`src/rtl/relay_alu_pkg.sv`:
```
// Shared types for the relay-timed ALU: function codes, FSM states and
// the settle-counter width.
package relay_alu_pkg;

   typedef enum logic [2:0] {
      FN_ADD = 3'b000,
      FN_INC = 3'b001,
      FN_AND = 3'b010,
      FN_OR  = 3'b011,
      FN_XOR = 3'b100,
      FN_NOT = 3'b101,
      FN_SHL = 3'b110,
      FN_CLR = 3'b111
   } fn_e;

   typedef enum logic [1:0] {
      ST_IDLE   = 2'd0,
      ST_SETTLE = 2'd1,
      ST_DONE   = 2'd2
   } state_e;

   // SETTLE is at most 15, so SETTLE-1 always fits in four bits
   localparam int CNT_W = 4;

   // slice select: 00 AND, 01 OR, 10 XOR, 11 NOT
   typedef logic [1:0] slice_sel_t;

endpackage

```
`src/rtl/relay_logic_slice.sv`:
```
// One bit of the bitwise function path: AND / OR / XOR / NOT-b.
module relay_logic_slice
   import relay_alu_pkg::*;
(
   input  logic       b,
   input  logic       c,
   input  slice_sel_t sel,
   output logic       y
);

   always_comb begin
      y = 1'b0;
      unique case (sel)
         2'b00: y = b & c;
         2'b01: y = b | c;
         2'b10: y = b ^ c;
         2'b11: y = ~b;
      endcase
   end

endmodule

```
`src/rtl/relay_logic_unit.sv`:
```
// Relay-timed ALU: captures operands on start, waits SETTLE cycles, then
// registers result and flags and pulses done for one cycle.
module relay_logic_unit
   import relay_alu_pkg::*;
#(
   parameter int WIDTH  = 8,
   parameter int SETTLE = 4
) (
   input  logic             clk,
   input  logic             reset,
   input  logic             start,
   input  logic [2:0]       fn,
   input  logic [WIDTH-1:0] b,
   input  logic [WIDTH-1:0] c,
   output logic             ready,
   output logic             done,
   output logic [WIDTH-1:0] result,
   output logic             carry,
   output logic             zero,
   output logic             sign
);

   state_e             state_q, state_d;
   fn_e                fn_q;
   logic [WIDTH-1:0]   b_q, c_q;
   logic [CNT_W-1:0]   cnt_q;

   logic [WIDTH:0]     sum_add, sum_inc;
   logic [WIDTH-1:0]   logic_y;
   slice_sel_t         slice_sel;
   logic [WIDTH-1:0]   res_d;
   logic               carry_d;
   logic               capture, finish;

   assign capture = (state_q == ST_IDLE) && start;
   assign finish  = (state_q == ST_SETTLE) && (cnt_q == '0);

   // ---------------- FSM ----------------
   always_ff @(posedge clk or posedge reset) begin
      if (reset) state_q <= ST_IDLE;
      else       state_q <= state_d;
   end

   always_comb begin
      state_d = state_q;
      unique case (state_q)
         ST_IDLE:   if (start)  state_d = ST_SETTLE;
         ST_SETTLE: if (finish) state_d = ST_DONE;
         ST_DONE:               state_d = ST_IDLE;
         default:               state_d = ST_IDLE;
      endcase
   end

   assign ready = (state_q == ST_IDLE);
   assign done  = (state_q == ST_DONE);

   // ---------------- bitwise path ----------------
   always_comb begin
      slice_sel = 2'b00;
      unique case (fn_q)
         FN_OR:   slice_sel = 2'b01;
         FN_XOR:  slice_sel = 2'b10;
         FN_NOT:  slice_sel = 2'b11;
         default: slice_sel = 2'b00;
      endcase
   end

   for (genvar i = 0; i < WIDTH; i++) begin : g_slice
      relay_logic_slice u_slice (
         .b   (b_q[i]),
         .c   (c_q[i]),
         .sel (slice_sel),
         .y   (logic_y[i])
      );
   end

   // ---------------- arithmetic / rotate / result mux ----------------
   assign sum_add = {1'b0, b_q} + {1'b0, c_q};
   assign sum_inc = {1'b0, b_q} + {{WIDTH{1'b0}}, 1'b1};

   always_comb begin
      res_d   = '0;
      carry_d = 1'b0;
      unique case (fn_q)
         FN_ADD: {carry_d, res_d} = sum_add;
         FN_INC: {carry_d, res_d} = sum_inc;
         FN_AND,
         FN_OR,
         FN_XOR,
         FN_NOT: res_d = logic_y;
         FN_SHL: begin
            res_d   = {b_q[WIDTH-2:0], b_q[WIDTH-1]};
            carry_d = b_q[WIDTH-1];
         end
         FN_CLR: res_d = '0;
      endcase
   end

   // ---------------- operand capture, counter, output registers ----------------
   always_ff @(posedge clk or posedge reset) begin
      if (reset) begin
         fn_q   <= FN_ADD;
         b_q    <= '0;
         c_q    <= '0;
         cnt_q  <= '0;
         result <= '0;
         carry  <= 1'b0;
         zero   <= 1'b1;
         sign   <= 1'b0;
      end else begin
         if (capture) begin
            fn_q  <= fn_e'(fn);
            b_q   <= b;
            c_q   <= c;
            cnt_q <= CNT_W'(SETTLE - 1);
         end else if (state_q == ST_SETTLE && !finish) begin
            cnt_q <= cnt_q - 1'b1;
         end
         // outputs move only on the edge entering DONE
         if (finish) begin
            result <= res_d;
            carry  <= carry_d;
            zero   <= (res_d == '0);
            sign   <= res_d[WIDTH-1];
         end
      end
   end

endmodule

```
`config.mk`:
```
export PLATFORM = sky130hd
export DESIGN_NAME = relay_logic_unit
export DESIGN_NICKNAME = d
export VERILOG_FILES = /design/src/rtl/relay_alu_pkg.sv /design/src/rtl/relay_logic_slice.sv /design/src/rtl/relay_logic_unit.sv
export SDC_FILE = /design/constraint.sdc
export NUM_CORES = 1
export LEC_CHECK = 0
export ABC_AREA = 1
export CORE_ASPECT_RATIO = 2
export CORE_MARGIN = 1.5
export CORE_UTILIZATION = 30
export DETAILED_ROUTE_END_ITERATION = 12
export GPL_TIMING_DRIVEN = 0
export PLACE_DENSITY = 0.51
export SYNTH_ARGS = -nofsm -noshare
export SYNTH_HDL_FRONTEND = slang
export SYNTH_HIERARCHICAL = 1
export SYNTH_SLANG_ARGS = --single-unit
```
`constraint.sdc`:
```
create_clock -name clk -period 2.1 [get_ports clk]
set_input_delay 0.42 -clock clk [delete_from_list [all_inputs] [get_ports clk]]
set_output_delay 0.42 -clock clk [all_outputs]
set_load 0.01 [all_outputs]
```
==> Yosys cells after proc, flatten, opt, wreduce, memory -nomap -nowiden <==
Index checks and enable logic that the tools add are counted.
{ "classes": {"mux": 16, "order_cmp": 0, "n_reduce_logical": 12, "n_bitwise": 32, "mul": 0, "n_eq_ne": 14, "n_addsub": 3, "div_mod_pow": 0, "n_shift": 0} }
{ "op_table": {"columns": ["operator", "n"], "rows": [
  ["$pmux 8 s5", 1],
  ["$pmux 1 s4", 8],
  ["$eq 3x3->1 const B", 4],
  ["$add 8x1->9 const B", 1],
  ["$add 8x8->9", 1],
  ["$and 1x1->1", 8],
  ["$logic_not 8->1", 1],
  ["$mux 4", 2],
  ["$not 1->1", 8],
  ["$or 1x1->1", 8],
  ["$xor 1x1->1", 8],
  ["$eq 2x2->1 const B", 3],
  ["$eq 3x2->1 const B", 2],
  ["$pmux 2 s3", 1],
  ["$eq 2x1->1 const B", 2],
  ["$logic_not 2->1", 2],
  ["$logic_not 4->1", 1],
  ["$mux 2", 2],
  ["$ne 2x2->1 const B", 2],
  ["$pmux 2 s2", 1],
  ["$reduce_or 4->1", 1],
  ["$sub 4x1->4 const B", 1],
  ["$eq 3x1->1 const B", 1],
  ["$logic_and 1x1->1", 3],
  ["5 further kinds", 5]
]} }
{ "word_totals": {"in_bits": 22, "memories": 0, "out_inout_bits": 13, "mem_bits_rw": 0, "latchBits": 0, "wordCells": 86, "reg_bits": 36, "romBits": 0} }

==> Depth between registers and ports, before layout <==
Gate-level depths: netlist of run 1.
{ "logic_depth": {"depth_word": 6, "mapped_depth": 18} }

==> Hierarchy <==
The synthesis of run 1 kept the hierarchy.
{ "modules_own_cells": {"columns": ["mod", "cells_each", "seq_area_each_um2", "area_per_inst_um2", "n_inst"], "rows": [
  ["relay_logic_unit", 337, 877.1, 2293.4, 1],
  ["relay_logic_slice", 15, 0.0, 76.3, 8]
]} }

==> Worst setup path before layout of run 1 <==
OpenSTA, ideal clock, no wires.
{ "synth_timing": {"kind": "flip-flop to flip-flop", "start": "register fn_q[2]", "end": "register zero", "setup_time_ns": 0.060, "required_time_ns": 2.040, "path_stages_with_launch": 15, "slack_ns": -0.198, "arrival_ns": 2.237, "path_cell_list": "dfrtp_1 nand2_1 nand2_1 nor2_1 nand2_1 nand3_1 nand2_1 nand2_1 a21boi_0 nand3_1 nand2_1 nand3_1 nor2_1 nand3_1 nand2_1"} }
{ "synth_between": {"elab_chain_len": 6, "word_cells_on_any_way": 24, "classes_between": "eq/ne (10); mux (10); reduce/logical (4)"} }
{ "synth_lines": {"columns": ["item", "line_no", "rtl"], "rows": [
  ["start: declaration", "relay_logic_unit.sv:24", "fn_e fn_q;"],
  ["start signal: assignment", "relay_logic_unit.sv:112", "fn_q <= fn_e'(fn);"],
  ["$eq 3x3->1 / $eq 3x2->1 (equally long branches)", "relay_logic_unit.sv:60", "unique case (fn_q)"],
  ["$pmux 2 s3 (*)", "relay_logic_unit.sv:60", null],
  ["net slice_sel[0]", "relay_logic_unit.sv:30", "slice_sel_t slice_sel;"],
  ["$eq 2x2->1 (tied with other cells)", "relay_logic_slice.sv:13", "unique case (sel)"],
  ["$pmux 1 s4 (*)", "relay_logic_slice.sv:13", null],
  ["net logic_y[4]", "relay_logic_unit.sv:29", "logic [WIDTH-1:0] logic_y;"],
  ["$pmux 8 s5 (*)", "relay_logic_unit.sv:84", "unique case (fn_q)"],
  ["$logic_not 8->1 (*)", "relay_logic_unit.sv:123", "zero <= (res_d == '0);"],
  ["end signal: assignment", "relay_logic_unit.sv:123", null],
  ["end: declaration", "relay_logic_unit.sv:19", "output logic zero,"]
]} }
The timed path passes the listed nets; every way through them passes the cells marked *.
A chain may end at the register's enable or synchronous reset.

==> Worst setup path in the final report of run 1 <==
{ "layout_timing": {"start": "register fn_q[2]", "end": "register zero"} }
{ "layout_between": {"elab_chain_len": 6, "word_cells_on_any_way": 24, "classes_between": "eq/ne (10); mux (10); reduce/logical (4)"} }
{ "layout_lines": {"columns": ["item", "line_no"], "rows": [
  ["$eq 3x3->1 / $eq 3x2->1 (equally long branches)", "relay_logic_unit.sv:60, relay_logic_unit.sv:84"],
  ["$pmux 2 s3", "relay_logic_unit.sv:60"],
  ["$eq 2x2->1 (tied with other cells)", "relay_logic_slice.sv:13"],
  ["$pmux 1 s4", "relay_logic_slice.sv:13"],
  ["$pmux 8 s5 (*)", "relay_logic_unit.sv:84"],
  ["$logic_not 8->1 (*)", "relay_logic_unit.sv:123"]
]} }
Mark *: on every way between the ends. The rest lies on a longest branch, timed or not.

==> summary.md, run 1 <==
| Metric | Value |
|---|---|
| Total GRT Usage | `17.7%` |
| ANT cells | `0` |
| Sink Count | `35` |
| Num CTS Buffers | `5` |
| Warnings, synthesis | `6` |
| Synth cell types | `28` |
| Vias/cell | `4.68` |
| Drt pass-1 iters | `5` |
| Mapped Nets | `508` |
| Crit-path cells | `buf_4 -> ha_4 -> inv_2 -> nor2_4 -> nand2_4 -> inv_4 -> nand3_1 -> nand2_2 -> nand3_1 -> nor2_1 -> nand3_1 -> nand2_1` |
| Finished layout cell area | `3690 µm²` |
| Slowest-stage cell, CP | `dfrtp_2` |
| Drt wl/cell | `13.6 µm` |
| Final Hold Fails | `0` |
| Die W | `72.6 µm` |
| Routed Antenna Nets | `0` |
| Largest net degree at the start of global routing | `36` |
| Syn-to-layout area delta | `27.2%` |
| Synth Cell Area | `2900 µm²` |
| CTS Buffer Depth | `2` |
| Clock Skew | `7.18 ps` |
| VDD IR max | `0.458 mV` |
| Max stage delay on crit path | `470 ps` |
| Core Area | `9380 µm²` |
| Fraction of layout cells with a size suffix above 1 | `10.2%` |
| RD Place Congestion | `0.903` |
| Nets | `561` |
| Clk pin slew, worst setup/hold paths | `60 ps` |
| Ports | `35` |
| Syn avg cell area | `6.35 µm²` |
| Hold Buf Count CTS | `0` |
| Die Y | `142 µm` |
| Placed Area | `3380 µm²` |
| First-pass GRT wire length | `13.6 mm` |
| Worst endpoint data arrival time | `2250 ps` |
| Post-detailed-placement half-perimeter wirelength | `6.41 mm` |
| WP data required | `2330 ps` |
| Post-synthesis sequential area ratio | `30.2%` |
| Hold crit path type | `reg -> reg` |
| Row Count | `50` |
| Setup violations, final | `0` |
| CTS tree | `done` |
| H-tree Lvls | `2` |
| Setup CP Type | `reg -> reg` |
| FMAX | `0.497 GHz` |
| Cell mode on critical path | `nand3_1` |
| Final slew viol count | `0` |
| Clk Latency, worst-skew pair | `290 ps` |
| Total power | `6.46 mW` |
| DRC | `0` |
| Max-cap violations | `0` |
| Number of global-route vias before repair | `2822` |
| Worst slack, placed | `-535 ps` |
| Slew @ Worst Pin | `785 ps` |
| Final min period | `2010 ps` |
| Root Buffer | `clkbuf_16` |
| Status | `finished clean` |
| Gr ovfl total | `0` |
| Total die area | `10300 µm²` |
| Top Family by Delay on Critical Path | `simple AND/OR/NAND/NOR gates` |
| RSZ-0062 raised after global routing | `yes` |
| Final wirelength | `8.36 mm` |
| Final period utilization | `95.9%` |
| Power density cells | `1750 nW/µm²` |
| Crit Path Max Fanout | `9` |
| Startpoint types | `register` |
| Cells after Synth | `457` |
| Vias | `2876` |
| Initial antenna violation count | `0` |
| Setup crit end kind | `register` |
| Port Buf Inserts | `34` |
| Crit path buffers/inverters | `3` |
| Rel. slew slack | `47.6%` |
| Initial core utilization | `30.9%` |
| Final Core Density | `39.4%` |
| DRT iter0 DRCs | `99` |
| Leakage | `1.99 nW` |
| Setup ws final | `86.5 ps` |
| Fin Setup TNS | `0 ps` |
| Yosys reg bits | `35` |
==> power by group <==
group	internal [mW]	switching, mW
logic	1.70	2.62
clock network	0.438	0.306
registers	1.01	0.377
==> area by class of cell <==
| cell class | count | area (µm²) |
|---|---|---|
| fill | 1016 | 5690 |
| clock inverter | 2 | 12.5 |
| sequential | 35 | 885 |
| tap | 104 | 130 |
| multi-input combinational | 319 | 1690 |
| inverter | 97 | 367 |
| timing repair buffer | 45 | 448 |
| buffer | 7 | 37.5 |
| clock buffer | 6 | 129 |
==> per-layer routing <==
metal,GRT usage [%],vias up,share of wire (%)
li1,-,1500,-
met5,0,-,0
met4,9.73,0,4.9
met2,35.0,44,57
met1,16.2,1311,36
met3,2.48,21,2.1
==> cells in the mapped netlist, drive strengths merged <==
master	n	area share, %
nor2	24	3.7
dfrtp	34	29
buf	5	1.0
o21a	1	0.26
nand2	179	24
ha	28	12
fa	1	0.69
a21oi	5	0.86
a32oi	1	0.30
clkbuf	2	0.26
inv	97	13
a21boi	1	0.26
nand3	42	7.2
dfstp	1	0.90
o21ai	24	4.3
nand4	6	1.3
a31oi	2	0.43
or2	1	0.22
nor3	2	0.34
xnor2	1	0.30
==> worst paths after layout <==
check / start / end / slack [ps] / depth (start not counted)
worst max-delay path: fn_q[2] / zero / 90 / 12
worst min-delay path: zero / zero / 460 / 2
worst max register to register: fn_q[2] / zero / 90 / 12
worst min register to register: zero / zero / 460 / 2
max in group asynchronous: reset / b_q[1] / 950 / 2
min in group asynchronous: reset / b_q[7] / 600 / 2
==> state kept, by name, indices dropped and copies added (netlist names) <==
name / cells
carry: 1
state_q: 2
b_q: 8
c_q: 8
cnt_q: 4
zero: 1
result: 8
fn_q: 3
==> per-stage QoR <==
stage	hold slack (ps)	instances
after floorplan	433	457
after global placement	456	595
after detailed placement	456	595
after CTS	466	610
after global routing	473	615
final	462	615
==> cells in the final DEF, fill, tap and decap left out, drive strengths merged, types with 2 or more instances in the layout <==
master	n
a21oi	5
a31oi	2
buf	16
clkbuf	8
clkdlybuf4s50	34
dfrtp	34
ha	28
inv	97
nand2	179
nand3	42
nand4	6
nor2	25
nor3	2
o21ai	24
==> repair_timing <==
| action | CTS | global route |
|---|---|---|
| pin swaps | 1 | 2 |
| resized for setup | 9 | 12 |
| gates cloned | 1 | 0 |
| setup buffers | 6 | 5 |
| setup endpoints to repair | 10 | 3 |
==> cells by family (layout without fill, tap and decap cells) <==
family	after synthesis	in the layout	synth area share (%)
compound gates	34	34	6.38
xor+xnor	1	1	0.302
fa+ha+maj	29	29	12.8
buf+inv	104	157	13.9
flops	35	35	30.2
simple gates	254	255	36.4
==> tightest hold or removal path, stage by stage (launching register included) <==
cell,delay (ps)
dfstp_2,360
nand2_1,50
nand2_1,50
(Power assumes the default switching activity.)
==> inputs of run 2 (changes only) <==
--- a/config.mk
+++ b/config.mk
@@ -6,7 +6,7 @@
 export NUM_CORES = 1
 export LEC_CHECK = 0
 export ABC_AREA = 1
-export CORE_ASPECT_RATIO = 2
+export CORE_ASPECT_RATIO = 1.25
 export CORE_MARGIN = 1.5
 export CORE_UTILIZATION = 30
 export DETAILED_ROUTE_END_ITERATION = 12
==> run 2 against run 1 <==
  * Combinational power shrank 4.8%
  * Via count shrank 2.3%
  * Wire length down 9.8%
  * Sequential power barely moved
  * Clock skew fell by 3.1 ps
  * Clock power is essentially flat
  * Sequential share of layout area is essentially flat
  * Sequential cell count unchanged
  * Final cell count rose by 2.4%
  * Non-clock buffer count fell by 4
  * Hold slack lost 3.3 ps
  * First-iteration DRC count shrank 32%
==> summary.md, run 2 (synthesis results as in run 1) <==
| Metric | Value |
|---|---|
| Final period utilization | `93.6% (-2.3 points)` |
| RD Place Congestion | `0.883 (-2.2%)` |
| Ports | `35 (unchanged)` |
| Total die area | `10300 µm² (-0.31%)` |
| Fraction of layout cells with a size suffix above 1 | `9.07% (-1.1 points)` |
| Worst slack, placed | `-411 ps (+125 ps)` |
| Post-detailed-placement half-perimeter wirelength | `5.86 mm (-8.6%)` |
| Rel. slew slack | `48.1% (+0.58 points)` |
| VDD IR max | `0.574 mV (+25%)` |
| Reg-to-reg startpoint | `fn_q[2]` |
| Hold Path Sink | `cnt_q[3]` |
| Routed Antenna Nets | `0 (unchanged)` |
| Final Hold Fails | `0 (unchanged)` |
| Inst Count DP | `614 (+3.2%)` |
| Die Y | `113 µm (-21%)` |
| Total GRT Usage | `15.9% (-1.8 points)` |
| Fillers | `990 (-2.6%)` |
| Vias/cell | `4.46 (-4.7%)` |
| Hold path depth | `1 (-1)` |
| Startpoint types | `register` |
| Hold crit path type | `reg -> reg` |
| Most common cell after layout, fill and taps aside | `nand2_1` |
| Nets | `557 (-0.71%)` |
| Clk Latency, worst-skew pair | `290 ps (about the same)` |
| Setup violations, final | `0 (unchanged)` |
| Clk pin slew, worst setup/hold paths | `60 ps (about the same)` |
| Reg2Reg Depth | `15 (+3)` |
| Slew @ Worst Pin | `777 ps (-8.63 ps)` |
| Drt pass-1 iters | `4 (-1)` |
| Hold Buf Count CTS | `0 (unchanged)` |
| Gr ovfl total | `0 (unchanged)` |
| Setup ws final | `134 ps (+47.7 ps)` |
| Regs by FF count | `b_q: 8 flops, c_q: 8 flops, result: 8 flops` |
| Number of global-route vias before repair | `2764 (-2.1%)` |
| Non-Filler Instances | `630 (+2.4%)` |
| Largest net degree at the start of global routing | `36 (unchanged)` |
| First-pass GRT wire length | `12.9 mm (-5.1%)` |
| CTS Buffer Depth | `2 (unchanged)` |
| Sink Count | `35 (unchanged)` |
| Initial core utilization | `31.3% (+0.38 points)` |
| Power density cells | `1700 nW/µm² (-2.6%)` |
| Max-cap violations | `0 (unchanged)` |
| Setup crit end kind | `register` |
| DRT iter0 DRCs | `67 (-32%)` |
| Leakage | `1.97 nW (-0.97%)` |
| Reg2reg end | `zero` |
| Initial antenna violation count | `0 (unchanged)` |
| Final wirelength | `7.54 mm (-9.8%)` |
| Worst endpoint data arrival time | `2200 ps (-50 ps)` |
| Port Buf Inserts | `34 (unchanged)` |
| Setup CP Type | `reg -> reg` |
| Clock Skew | `4.07 ps (-3.11 ps)` |
| Status | `finished clean` |
| Syn-to-layout area delta | `27.1%` |
| WP data required | `2330 ps (about the same)` |
| H-tree Lvls | `2 (unchanged)` |
| Final Core Density | `39.8% (+0.42 points)` |
| FMAX | `0.509 GHz (+2.4%)` |
| ANT cells | `0 (unchanged)` |
| Crit Path Max Fanout | `12 (+3)` |
| Row Count | `39 (-22%)` |
| R2R setup slack | `130 ps (+50 ps)` |
| Hold Path Origin | `cnt_q[3]` |
| Final min period | `1970 ps (-47.7 ps)` |
| Vias | `2809 (-2.3%)` |
| DRC | `0 (unchanged)` |
| Die W | `91 µm (+25%)` |
| Root Buffer | `clkbuf_16` |
| Num CTS Buffers | `5 (unchanged)` |
| Final slew viol count | `0 (unchanged)` |
| Core Area | `9270 µm² (-1.2%)` |
| CTS tree | `done` |
| Most frequent cells in the layout | `174 x nand2_1, 93 x inv_1, 42 x nand3_1, 34 x clkdlybuf4s50_1, 28 x dfrtp_1` |
| Drt wl/cell | `12.0 µm (-12%)` |
-- run 2: cell types whose count changed in the layout (fill, tap and decap cells not counted) --
cell        change
a21boi_0        +1
a21boi_1        -1
buf_4           -4
clkbuf_1        -1
clkinvlp_4      +1
ha_1            +1
ha_2            -2
ha_4            +1
nand2_1         +1
nand2_2         -1
nor2_1          +1
nor2_4          -1
-- run 2: worst max-delay path, cell delays in order (launching register included) --
cell and delay, ps:
dfrtp_2 480, nand2_4 110, nand2_4 70, nor2_4 130
buf_12 140, nand2_1 50, nand3_1 80, nand2_1 50
nand2_1 80, a21boi_0 170, nand3_1 130, nand2_2 100
nand3_1 70, nor2_1 90, nand3_1 80, nand2_1 60
-- run 2: how the worst max path moves through the flow --
| stage | start | to | slack [ps] | cells past startpoint |
|---|---|---|---|---|
| global route | fn_q[2] | zero | -2 | 15 |
| finish | fn_q[2] | zero | 130 | 15 |
| detailed placement | fn_q[2] | zero | -410 | 14 |
| floorplan | fn_q[2] | zero | 80 | 14 |
| global placement | fn_q[2] | zero | -350 | 14 |
| CTS | fn_q[2] | zero | 50 | 15 |
-- run 2: what timing repair did --
item                                    CTS  global route
gates resized for setup                   7            10
endpoints found under the setup margin   10             4
pin swaps                                 1             4
cloned                                    1             0
setup buffers                             2             5
-- run 2: per-stage QoR --
step | TNS, ps | total power [mW] | hold WS, ps | instance area [µm²]
6_report | 0 | 6.28 | 459 | 3690
4_1_cts | 0 | 6.17 | 459 | 3600
3_3_place_gp | -3950 | 5.19 | 450 | 3400
3_5_place_dp | -2240 | 5.27 | 452 | 3400
2_1_floorplan | 0 | 4.12 | 433 | 2910
5_1_grt | -1.54 | 7.05 | 502 | 3690
-- run 2: power breakdown --
part | switching, mW | internal, mW
registers | 0.406 | 1.01
clock network | 0.309 | 0.437
logic | 2.47 | 1.65
-- run 2: layout make-up --
class                   instances  area (µm²)  share of cell area (%)
clock inverters                 3        20.0                   0.543
well taps                     123         154                    4.17
repair buffers                 41         418                    11.3
clock buffers                   5         125                    3.39
plain buffers                   7        37.5                    1.02
multi-input cells             319        1680                    45.6
flip-flops and latches         35         885                    24.0
inverters                      97         367                    9.94
-- run 2: routing by layer --
metal  GRT usage (%)  up-vias  wire length, µm
li1                -     1492                -
met1            18.3     1262             3310
met2            28.8       41             3800
met3            2.96       14              212
met4            6.15        0              218
met5               0        -                0
